### src/rtl/featuremap_sched.sv
// One conv1 feature map: routes interleaved c0/c1/c2 samples to the three
// channel instances, sums their results with the bias, applies ReLU/saturation.
module featuremap_sched #(
    parameter int                            DATA_WIDTH = 24,
    parameter int                            IMG_W      = 32,
    parameter int                            IMG_H      = 32,
    parameter logic signed [DATA_WIDTH-1:0]  BIAS       = '0,
    parameter bit                            RELU       = 1'b1
) (
    input  logic                  clk,
    input  logic                  rst,
    input  logic [DATA_WIDTH-1:0] s_data,
    input  logic                  s_valid,
    input  logic                  s_sof,
    output logic [DATA_WIDTH-1:0] conv_data,
    output logic [2:0]            conv_valid,
    input  logic [DATA_WIDTH-1:0] conv_out0,
    input  logic [DATA_WIDTH-1:0] conv_out1,
    input  logic [DATA_WIDTH-1:0] conv_out2,
    input  logic [2:0]            conv_vout,
    output logic [DATA_WIDTH-1:0] m_data,
    output logic                  m_valid,
    output logic                  frame_done,
    output logic                  err
);

    localparam int SUM_W = DATA_WIDTH + 2;
    localparam int COL_W = (IMG_W > 1) ? $clog2(IMG_W) : 1;
    localparam int ROW_W = (IMG_H > 1) ? $clog2(IMG_H) : 1;
    localparam logic signed [SUM_W-1:0] SAT_MAX = {3'b000, {(DATA_WIDTH-1){1'b1}}};
    localparam logic signed [SUM_W-1:0] SAT_MIN = {3'b111, {(DATA_WIDTH-1){1'b0}}};

    typedef enum logic [1:0] {CH0, CH1, CH2} in_state_t;
    typedef enum logic [1:0] {ACC0, ACC1, ACC2} acc_state_t;

    function automatic logic signed [DATA_WIDTH-1:0] f_relu_sat(input logic signed [SUM_W-1:0] sum);
        if (RELU && sum[SUM_W-1])
            return '0;
        else if (sum > SAT_MAX)
            return SAT_MAX[DATA_WIDTH-1:0];
        else if (sum < SAT_MIN)
            return SAT_MIN[DATA_WIDTH-1:0];
        else
            return sum[DATA_WIDTH-1:0];
    endfunction

    in_state_t                     r_in_state, w_in_next;
    acc_state_t                    r_acc_state, w_acc_next;
    logic [2:0]                    w_cv_next;
    logic                          w_sof_err, w_col_err, w_cap0, w_cap1, w_done, w_vout_multi;
    logic signed [DATA_WIDTH-1:0]  r_p0, r_p1;
    logic signed [SUM_W-1:0]       w_sum;
    logic [COL_W-1:0]              r_col;
    logic [ROW_W-1:0]              r_row;
    logic                          w_last_col, w_last_row, w_in_win;

    always_comb begin
        w_in_next = r_in_state;
        w_cv_next = 3'b000;
        w_sof_err = 1'b0;
        if (s_valid) begin
            if (s_sof) begin
                w_cv_next = 3'b001;
                w_in_next = CH1;
                w_sof_err = (r_in_state != CH0);
            end else begin
                case (r_in_state)
                    CH0: begin w_cv_next = 3'b001; w_in_next = CH1; end
                    CH1: begin w_cv_next = 3'b010; w_in_next = CH2; end
                    CH2: begin w_cv_next = 3'b100; w_in_next = CH0; end
                    default: w_in_next = CH0;
                endcase
            end
        end
    end

    // Out-of-order or simultaneous valid_out bits are flagged and dropped.
    assign w_vout_multi = (conv_vout & (conv_vout - 3'd1)) != 3'd0;

    always_comb begin
        w_acc_next = r_acc_state;
        w_cap0     = 1'b0;
        w_cap1     = 1'b0;
        w_done     = 1'b0;
        w_col_err  = 1'b0;
        if (conv_vout != 3'b000) begin
            if (w_vout_multi) begin
                w_col_err = 1'b1;
            end else begin
                case (r_acc_state)
                    ACC0: if (conv_vout == 3'b001) begin w_cap0 = 1'b1; w_acc_next = ACC1; end
                          else w_col_err = 1'b1;
                    ACC1: if (conv_vout == 3'b010) begin w_cap1 = 1'b1; w_acc_next = ACC2; end
                          else w_col_err = 1'b1;
                    ACC2: if (conv_vout == 3'b100) begin w_done = 1'b1; w_acc_next = ACC0; end
                          else w_col_err = 1'b1;
                    default: w_acc_next = ACC0;
                endcase
            end
        end
    end

    assign w_sum = {{2{r_p0[DATA_WIDTH-1]}}, r_p0}
                 + {{2{r_p1[DATA_WIDTH-1]}}, r_p1}
                 + {{2{conv_out2[DATA_WIDTH-1]}}, conv_out2}
                 + {{2{BIAS[DATA_WIDTH-1]}}, BIAS};

    assign w_last_col = (r_col == COL_W'(IMG_W - 1));
    assign w_last_row = (r_row == ROW_W'(IMG_H - 1));
    assign w_in_win   = (r_col >= COL_W'(4)) && (r_row >= ROW_W'(4));

    always_ff @(posedge clk) begin
        if (w_cap0) r_p0 <= conv_out0;
        if (w_cap1) r_p1 <= conv_out1;
    end

    always_ff @(posedge clk or negedge rst) begin
        if (!rst) begin
            r_in_state  <= CH0;
            r_acc_state <= ACC0;
            conv_data   <= '0;
            conv_valid  <= 3'b000;
            m_data      <= '0;
            m_valid     <= 1'b0;
            frame_done  <= 1'b0;
            err         <= 1'b0;
            r_col       <= '0;
            r_row       <= '0;
        end else begin
            r_in_state  <= w_in_next;
            r_acc_state <= w_acc_next;
            conv_valid  <= w_cv_next;
            if (s_valid) conv_data <= s_data;
            err         <= err | w_sof_err | w_col_err;
            m_valid     <= w_done && w_in_win;
            frame_done  <= w_done && w_last_col && w_last_row;
            if (w_done && w_in_win) m_data <= f_relu_sat(w_sum);
            // Raster position of the pixel being completed.
            if (w_done) begin
                if (w_last_col) begin
                    r_col <= '0;
                    r_row <= w_last_row ? '0 : r_row + 1'b1;
                end else begin
                    r_col <= r_col + 1'b1;
                end
            end
        end
    end

endmodule

### config.mk
export PLATFORM = sky130hd
export DESIGN_NAME = featuremap_sched
export DESIGN_NICKNAME = d
export VERILOG_FILES = /design/src/rtl/featuremap_sched.sv
export SDC_FILE = /design/constraint.sdc
export NUM_CORES = 1
export LEC_CHECK = 0
export CAP_MARGIN = 0
export CELL_PAD_IN_SITES_DETAIL_PLACEMENT = 2
export CELL_PAD_IN_SITES_GLOBAL_PLACEMENT = 2
export CORE_ASPECT_RATIO = 1.5
export CORE_MARGIN = 2
export CORE_UTILIZATION = 42
export CTS_BUF_LIST = sky130_fd_sc_hd__clkbuf_16
export CTS_CLUSTER_DIAMETER = 100
export DETAILED_ROUTE_END_ITERATION = 10
export DONT_BUFFER_PORTS = 1
export PLACE_DENSITY_LB_ADDON = 0.1
export SLEW_MARGIN = 20
export SYNTH_ARGS = -nofsm -noshare
export SYNTH_HDL_FRONTEND = slang
export SYNTH_SLANG_ARGS = --single-unit
export TNS_END_PERCENT = 50
### constraint.sdc
create_clock -name clk -period 4.15 [get_ports clk]
set_clock_uncertainty 0.1 [all_clocks]
set_input_delay 0.6225 -clock clk [delete_from_list [all_inputs] [get_ports clk]]
set_output_delay 0.6225 -clock clk [all_outputs]
set_load 0.05 [all_outputs]
==> summary.txt <==
STA
  – Relative slew slack: 32.28%
  – Final worst path period share: 90.20%
  – Tightest Pin Transition: 1.013 ns
  – Fmax: 0.2671 GHz
  – Endpoints failing setup: 0
  – Hold Fails Final Rpt: 0
  – RSZ-0062 raised after global routing: false
  – Setup ws final: 0.4066 ns
  – Tmin final: 3.743 ns
  – Setup TNS: 0 ns
  – Max Transition Viols Final: 0

Place
  – Pre-CTS setup slack: 0.1017 ns
  – Post-DP Area: 6264 um^2
  – Routability cong.: 0.8139
  – DP Cell Count: 640
  – Detail Placement HPWL: 11,770 um
  – Port buffer count: 0

Routing
  – Final antenna-violating net count: 0
  – Via count: 3,843
  – Drt pass-1 iters: 4
  – DR DRC count: 0
  – Vias per cell: 5.693
  – Avg WL per Cell: 23.49 um
  – Detailed Route WL: 15,860 um
  – DRT iter0 DRCs: 62

Final layout
  – Final nets: 627
  – Cell area after layout: 6883 um^2
  – Fin cells: 675
  – Layout area overhead: 14.01%
  – Proportion of layout cells with a drive suffix above 1: 15.56%

Status
  – Outcome: finished, final reports clean

Clock network
  – Post-CTS setup buffers: 0
  – Clk slew on worst S/H paths: 0.05 ns
  – Cts bufs inserted: 17
  – CTS sink count: 116
  – H-tree Lvls: 4
  – CTS Root Cell: clkbuf_16
  – Post_cts resized: 0
  – CTS max path bufs: 2
  – Skew-Pair Late Insertion Delay: 0.42 ns
  – CTS tree: done

Critical path
  – Worst Path Required: 4.34 ns
  – Crit start category: register
  – CP arrival: 3.94 ns
  – Critical setup path kind: reg -> reg
  – Worst setup EP type: register
  – CP max FO: 23

Die
  – Die Area: 15,370 um^2
  – Num rows: 53
  – I/O pins: 157
  – Die width: 101.9 um
  – Effective utilization at floorplan: 42.94%
  – Core ar.: 14,060 um^2
  – Die Span Y: 150.8 um

Synthesis
  – Mean Syn Cell Area: 13.24 um^2
  – Syn nets: 614
  – Mapped Cells: 456
  – Synth async-reset ratio: 58.62%
  – Count of cell types in the netlist: 58
  – Sequential fraction of the synthesis area: 52.06%
  – Ys flop type: dfrtp_1
  – Syn. warnings: 0
  – EDFF count, synth: 48
  – FF+latch count, synth: 116
  – Mapped cell area: 6037 um^2

Global route
  – First-pass GRT wire length: 24,500 um
  – Total GRT Usage: 21.67%
  – Busiest grt layer: met2
  – Number of global-route vias before repair: 4,585
  – M3 GR Usage: 7.614%
  – Largest net degree at the start of global routing: 69
  – Met2 Resource Use GR: 41.28%
  – Antenna violations before repair: 1
  – Met1 usage: 20.43%
  – Total gr overflow: 0

Job
  – Max_cap viols: 0

Pwr
  – Power density over the cells: 464.5 nW/um^2
  – IR drop worst, VDD: 0.0002218 V
  – Leakage: 2.823 nW
  – Total Power: 0.003197 W

Worst hold path
  – Worst hold path type: in -> reg
-- layout by cell type, fill, tap and decap left out, types with 9 or more instances in the layout --
cell	netlist	routed
dfrtp_1	68	68
edfxtp_1	48	48
ha_1	30	30
mux2_2	26	26
fa_1	25	25
a21oi_1	23	23
nand2_1	23	23
o221a_1	23	23
nor2_1	20	20
clkbuf_16	0	19
inv_1	16	17
o21ai_0	15	15
xnor2_1	12	12
a21o_1	11	11
nor3_1	9	9
-- cells by family (layout without fill, tap and decap cells) --
| group | Yosys count | after routing | share of synthesized area, % |
|---|---|---|---|
| and+or+nand+nor | 89 | 89 | 7.751 |
| buffers and inverters | 32 | 58 | 2.425 |
| xor gates and xnor gates | 21 | 21 | 3.171 |
| other | 0 | 1 | 0 |
| DFF | 116 | 116 | 52.06 |
| adders and majority gates | 55 | 55 | 14.51 |
| AOI/OAI and AO/OA | 117 | 117 | 15.23 |
| muxes | 26 | 26 | 4.850 |
-- path summary, 6_finish.rpt --
path	start	slack, ns	cells after the start	to
worst min-delay path	s_sof	0.17	1	conv_valid[2]$_DFF_PN0_
worst max-delay path	r_p0[1]$_DFFE_PP_	0.41	14	m_data[12]$_DFFE_PN0P_
min in group asynchronous	rst	0.63	2	conv_data[22]$_DFFE_PN0P_
worst max register to register	r_p0[1]$_DFFE_PP_	0.41	14	m_data[12]$_DFFE_PN0P_
worst min register to register	r_in_state[0]$_DFFE_PN0P_	0.39	1	conv_valid[2]$_DFF_PN0_
max in group asynchronous	rst	3.02	2	m_data[10]$_DFFE_PN0P_
-- metrics by stage --
step	hold WS, ns	util (%)
floorplan	0.2269	-
global placement	0.2292	44.55
detailed placement	0.2288	44.55
CTS	0.1649	48.94
global route	0.1650	48.94
finish	0.1748	48.96
-- synthesized netlist by cell type, types with 2 or more instances --
master,n,share of area [%]
a211oi_1,3,0.37
a21o_1,11,1.4
a21oi_1,23,1.9
a21oi_2,2,0.29
a31oi_1,4,0.41
and2_1,2,0.21
and3_1,4,0.41
buf_2,3,0.25
buf_6,3,0.56
clkbuf_1,9,0.56
dfrtp_1,68,28
edfxtp_1,48,24
fa_1,25,8.3
ha_1,30,6.2
inv_1,16,0.99
mux2_2,26,4.8
nand2_1,23,1.4
nand2b_1,8,0.83
nand3_1,4,0.33
nor2_1,20,1.2
nor2b_1,5,0.52
nor3_1,9,0.75
nor4_1,3,0.31
nor4b_1,3,0.44
o2111a_1,2,0.37
o211a_1,2,0.33
o211ai_1,5,0.62
o21a_1,5,0.62
o21ai_0,15,1.2
o21ai_1,5,0.41
o221a_1,23,4.3
o31ai_1,2,0.25
or3_1,2,0.21
xnor2_1,12,1.7
xor2_1,8,1.2
-- flip-flops by register name, indices dropped and copies added (netlist names) --
| register | cells |
|---|---|
| conv_data | 24 |
| m_data | 24 |
| r_p0 | 24 |
| r_p1 | 24 |
| r_col | 5 |
| r_row | 5 |
| conv_valid | 3 |
| r_acc_state | 2 |
| r_in_state | 2 |
| err | 1 |
| frame_done | 1 |
| m_valid | 1 |
-- per-layer routing --
| metal | routed length [um] | up-vias | share of wire (%) |
|---|---|---|---|
| met2 | 9066 | 124 | 57 |
| met1 | 5453 | 1951 | 34 |
| li1 | - | 1741 | - |
| met4 | 389 | 0 | 2.5 |
| met3 | 947 | 27 | 6.0 |
| met5 | 0 | - | 0 |
-- power by group --
part	internal [W]	leakage, nW	switching (W)
clock	0.000886	0.290	0.000523
combinational	0.000176	1.23	0.000245
sequential	0.00124	1.30	0.000124
-- area by class of cell --
cell class,instances,area (um^2)
Timing Repair Buffer,10,97.59
Clock buffer,19,475.5
Sequential cell,116,3143
Multi-Input combinational cell,308,2760
Inverter,16,60.06
Clock inverter,13,103.9
Antenna cell,1,2.502
Fill cell,1355,7176
Tap cell,192,240.2
-- worst max-delay path, cell delays in order (launching register included) --
cell and delay [ns]:
edfxtp_1 0.35, inv_1 0.09, fa_1 0.42, inv_1 0.07, ha_1 0.20, inv_1 0.07, fa_1 0.40, nand2b_1 0.18
a21oi_1 0.21, nor4_2 0.10, o31ai_4 0.29, a41oi_1 0.21, xnor2_2 0.22, o311ai_4 0.33, o221a_1 0.36
-- what timing repair did --
item / CTS / global route
hold buffers: 2 / 0
hold endpoints to repair: 68 / 0
endpoints found under the setup margin: 0 / 0
Power figures use the tool's default switching activity.
==> edit, RTL diff (same flow settings) <==
Re-encode `in_state_t` (3 states) as one-hot, 3 bits wide.
--- a/src/rtl/featuremap_sched.sv
+++ b/src/rtl/featuremap_sched.sv
@@ -32,3 +32,3 @@
 
-    typedef enum logic [1:0] {CH0, CH1, CH2} in_state_t;
+    typedef enum logic [2:0] {CH0 = 3'b001, CH1 = 3'b010, CH2 = 3'b100} in_state_t;
     typedef enum logic [1:0] {ACC0, ACC1, ACC2} acc_state_t;
Formal check against the unedited RTL: same outputs for any inputs over 10 cycles, from zero or initial values and one cycle with rst low; not proved beyond that.
==> edit against the original RTL <==
Fmax rose by 2.4%. Sequential cell count rose by 1. Total power rose by 1.9%. Routed wire length rose by 9.0%. Final area rose by 3.6%. Area after synthesis rose by 4.5%. Setup slack improved by 88 ps. First-iteration DRC count rose by 53%. Critical path type unchanged.
==> edit: results <==
[synthesis]
synth_area_per_cell_um2 = 12.49
synth_xor_xnor_area_share = 0.02639
mappedNetlistNets = 663
synth_commonest_cells = "sky130_fd_sc_hd__dfrtp_1 (68), sky130_fd_sc_hd__a21oi_1 (49), sky130_fd_sc_hd__edfxtp_1 (48)"
post_synthesis_adder_cell_area_fraction = 0.1389
synth.top_cells.by_area = "sky130_fd_sc_hd__dfrtp_1 (27%), sky130_fd_sc_hd__edfxtp_1 (23%), sky130_fd_sc_hd__fa_1 (7.9%)"
synth_sequential_area_ratio = 0.5026
synth_mux_area_frac = 0.05397
synth_compound_area_frac = 0.1637
synth-async-reset-ratio = 0.5897
synthDistinctLibCells = 61

[sta]
timing.max_slew.rel_slack = 0.4905

[place]
placed_cells_incl_taps = 685
pre_cts_slack_ps = 255.4
numPortBuffers = 0
placement.cell_area_um2 = 6518
hpwlAfterDp_mm = 12.80
finalWeightedCongestion = 0.8233

[finish]
drive_above_1_share = 0.1989
fill_cells = 1457
insertedDiodeCount = 0
sequential_cell_area_um2 = 3169
design.final.nets = 668

[drt]
route.detailed.wl_per_inst_um = 24.04
vias = 4152
wl_met1_mm = 6.346
detailroute.wirelength.met2_mm = 9.641
totalWireLength_mm = 17.29
detailedRoute.firstIterationViolations = 95
met3RoutedLength_um = 807

[global_routing]
via_count_of_the_first_global_routing_pass = 4817
global_route_wire_length_before_repair_mm = 28.00
global_route.usage.met1 = 0.2455
maximum_number_of_pins_on_one_net_before_global_route_repair = 70
global_route.usage.met3 = 0.06994
grt.met2_usage = 0.4245

[power]
p_leak_uw = 0.002888
switchingPower_uw = 1024
ir_worst_vdd_mv = 0.2974

[status]
run_status = "complete, no violations"

[clock_tree]
htree_levels = 4
cts.reportedPaths.clkPinSlew_ps = 70

[setup_path]
cp_data_arrival_time_ps = 3880
-- edit: cell types whose count changed in the layout (fill, tap and decap cells not counted), sizes merged, moves of 7 or more --
cell    before  now
o221a       23    1
a21oi       25   52
xnor2       13    6
inv         20   29
a211oi       3   28
-- edit: logic make-up (layout without fill, tap and decap cells) --
| family | Yosys count | count (layout) |
|---|---|---|
| simple gates | 107 | 107 |
| xor+xnor | 19 | 19 |
| buf+inv | 39 | 57 |
| compound gates | 138 | 138 |
| mux | 30 | 30 |
| fa+ha+maj | 55 | 55 |
| flops | 117 | 117 |
-- edit: final timing paths --
path	slack, ps	end	cells after the start	start
min in group asynchronous	660	conv_data[5]	2	rst
hold reg to reg	420	r_col[4]	2	r_col[4]
hold / removal	180	r_p0[12]	0	conv_out0[12]
max in group asynchronous	2940	r_in_state[0]	2	rst
setup / recovery	490	m_data[4]	13	r_p0[1]
setup reg to reg	490	m_data[4]	13	r_p0[1]
-- edit: repair_timing --
item	in CTS	in global routing
setup buffers	0	0
hold buffers	2	0
setup endpoints to repair	0	0
endpoints found under the hold margin	69	0
-- edit: power groups by stage --
stage / clock network (µW) / registers [µW] / logic [µW]
CTS: 1470 / 1390 / 447
global route: 1520 / 1390 / 490
global placement: 0 / 1410 / 402
finish: 1430 / 1380 / 441
floorplan: 0 / 1400 / 317
detailed placement: 0 / 1410 / 416
-- edit: area by class of cell --
class,count,share of cell area
clock inverter,15,0.02123
tap,196,0.03439
clock buffer,17,0.05965
sequential,117,0.4444
inverter,17,0.008947
timing repair buffer,8,0.01158
multi-input combinational,349,0.4198
-- edit: worst reg2reg max path: cells and delay by family, from the launching register on --
kind            cells  cell delay [ps]
buf+inv             3              220
compound gates      5             1340
flops               1              360
mux                 1              330
fa+ha+maj           3             1020
simple gates        1              180
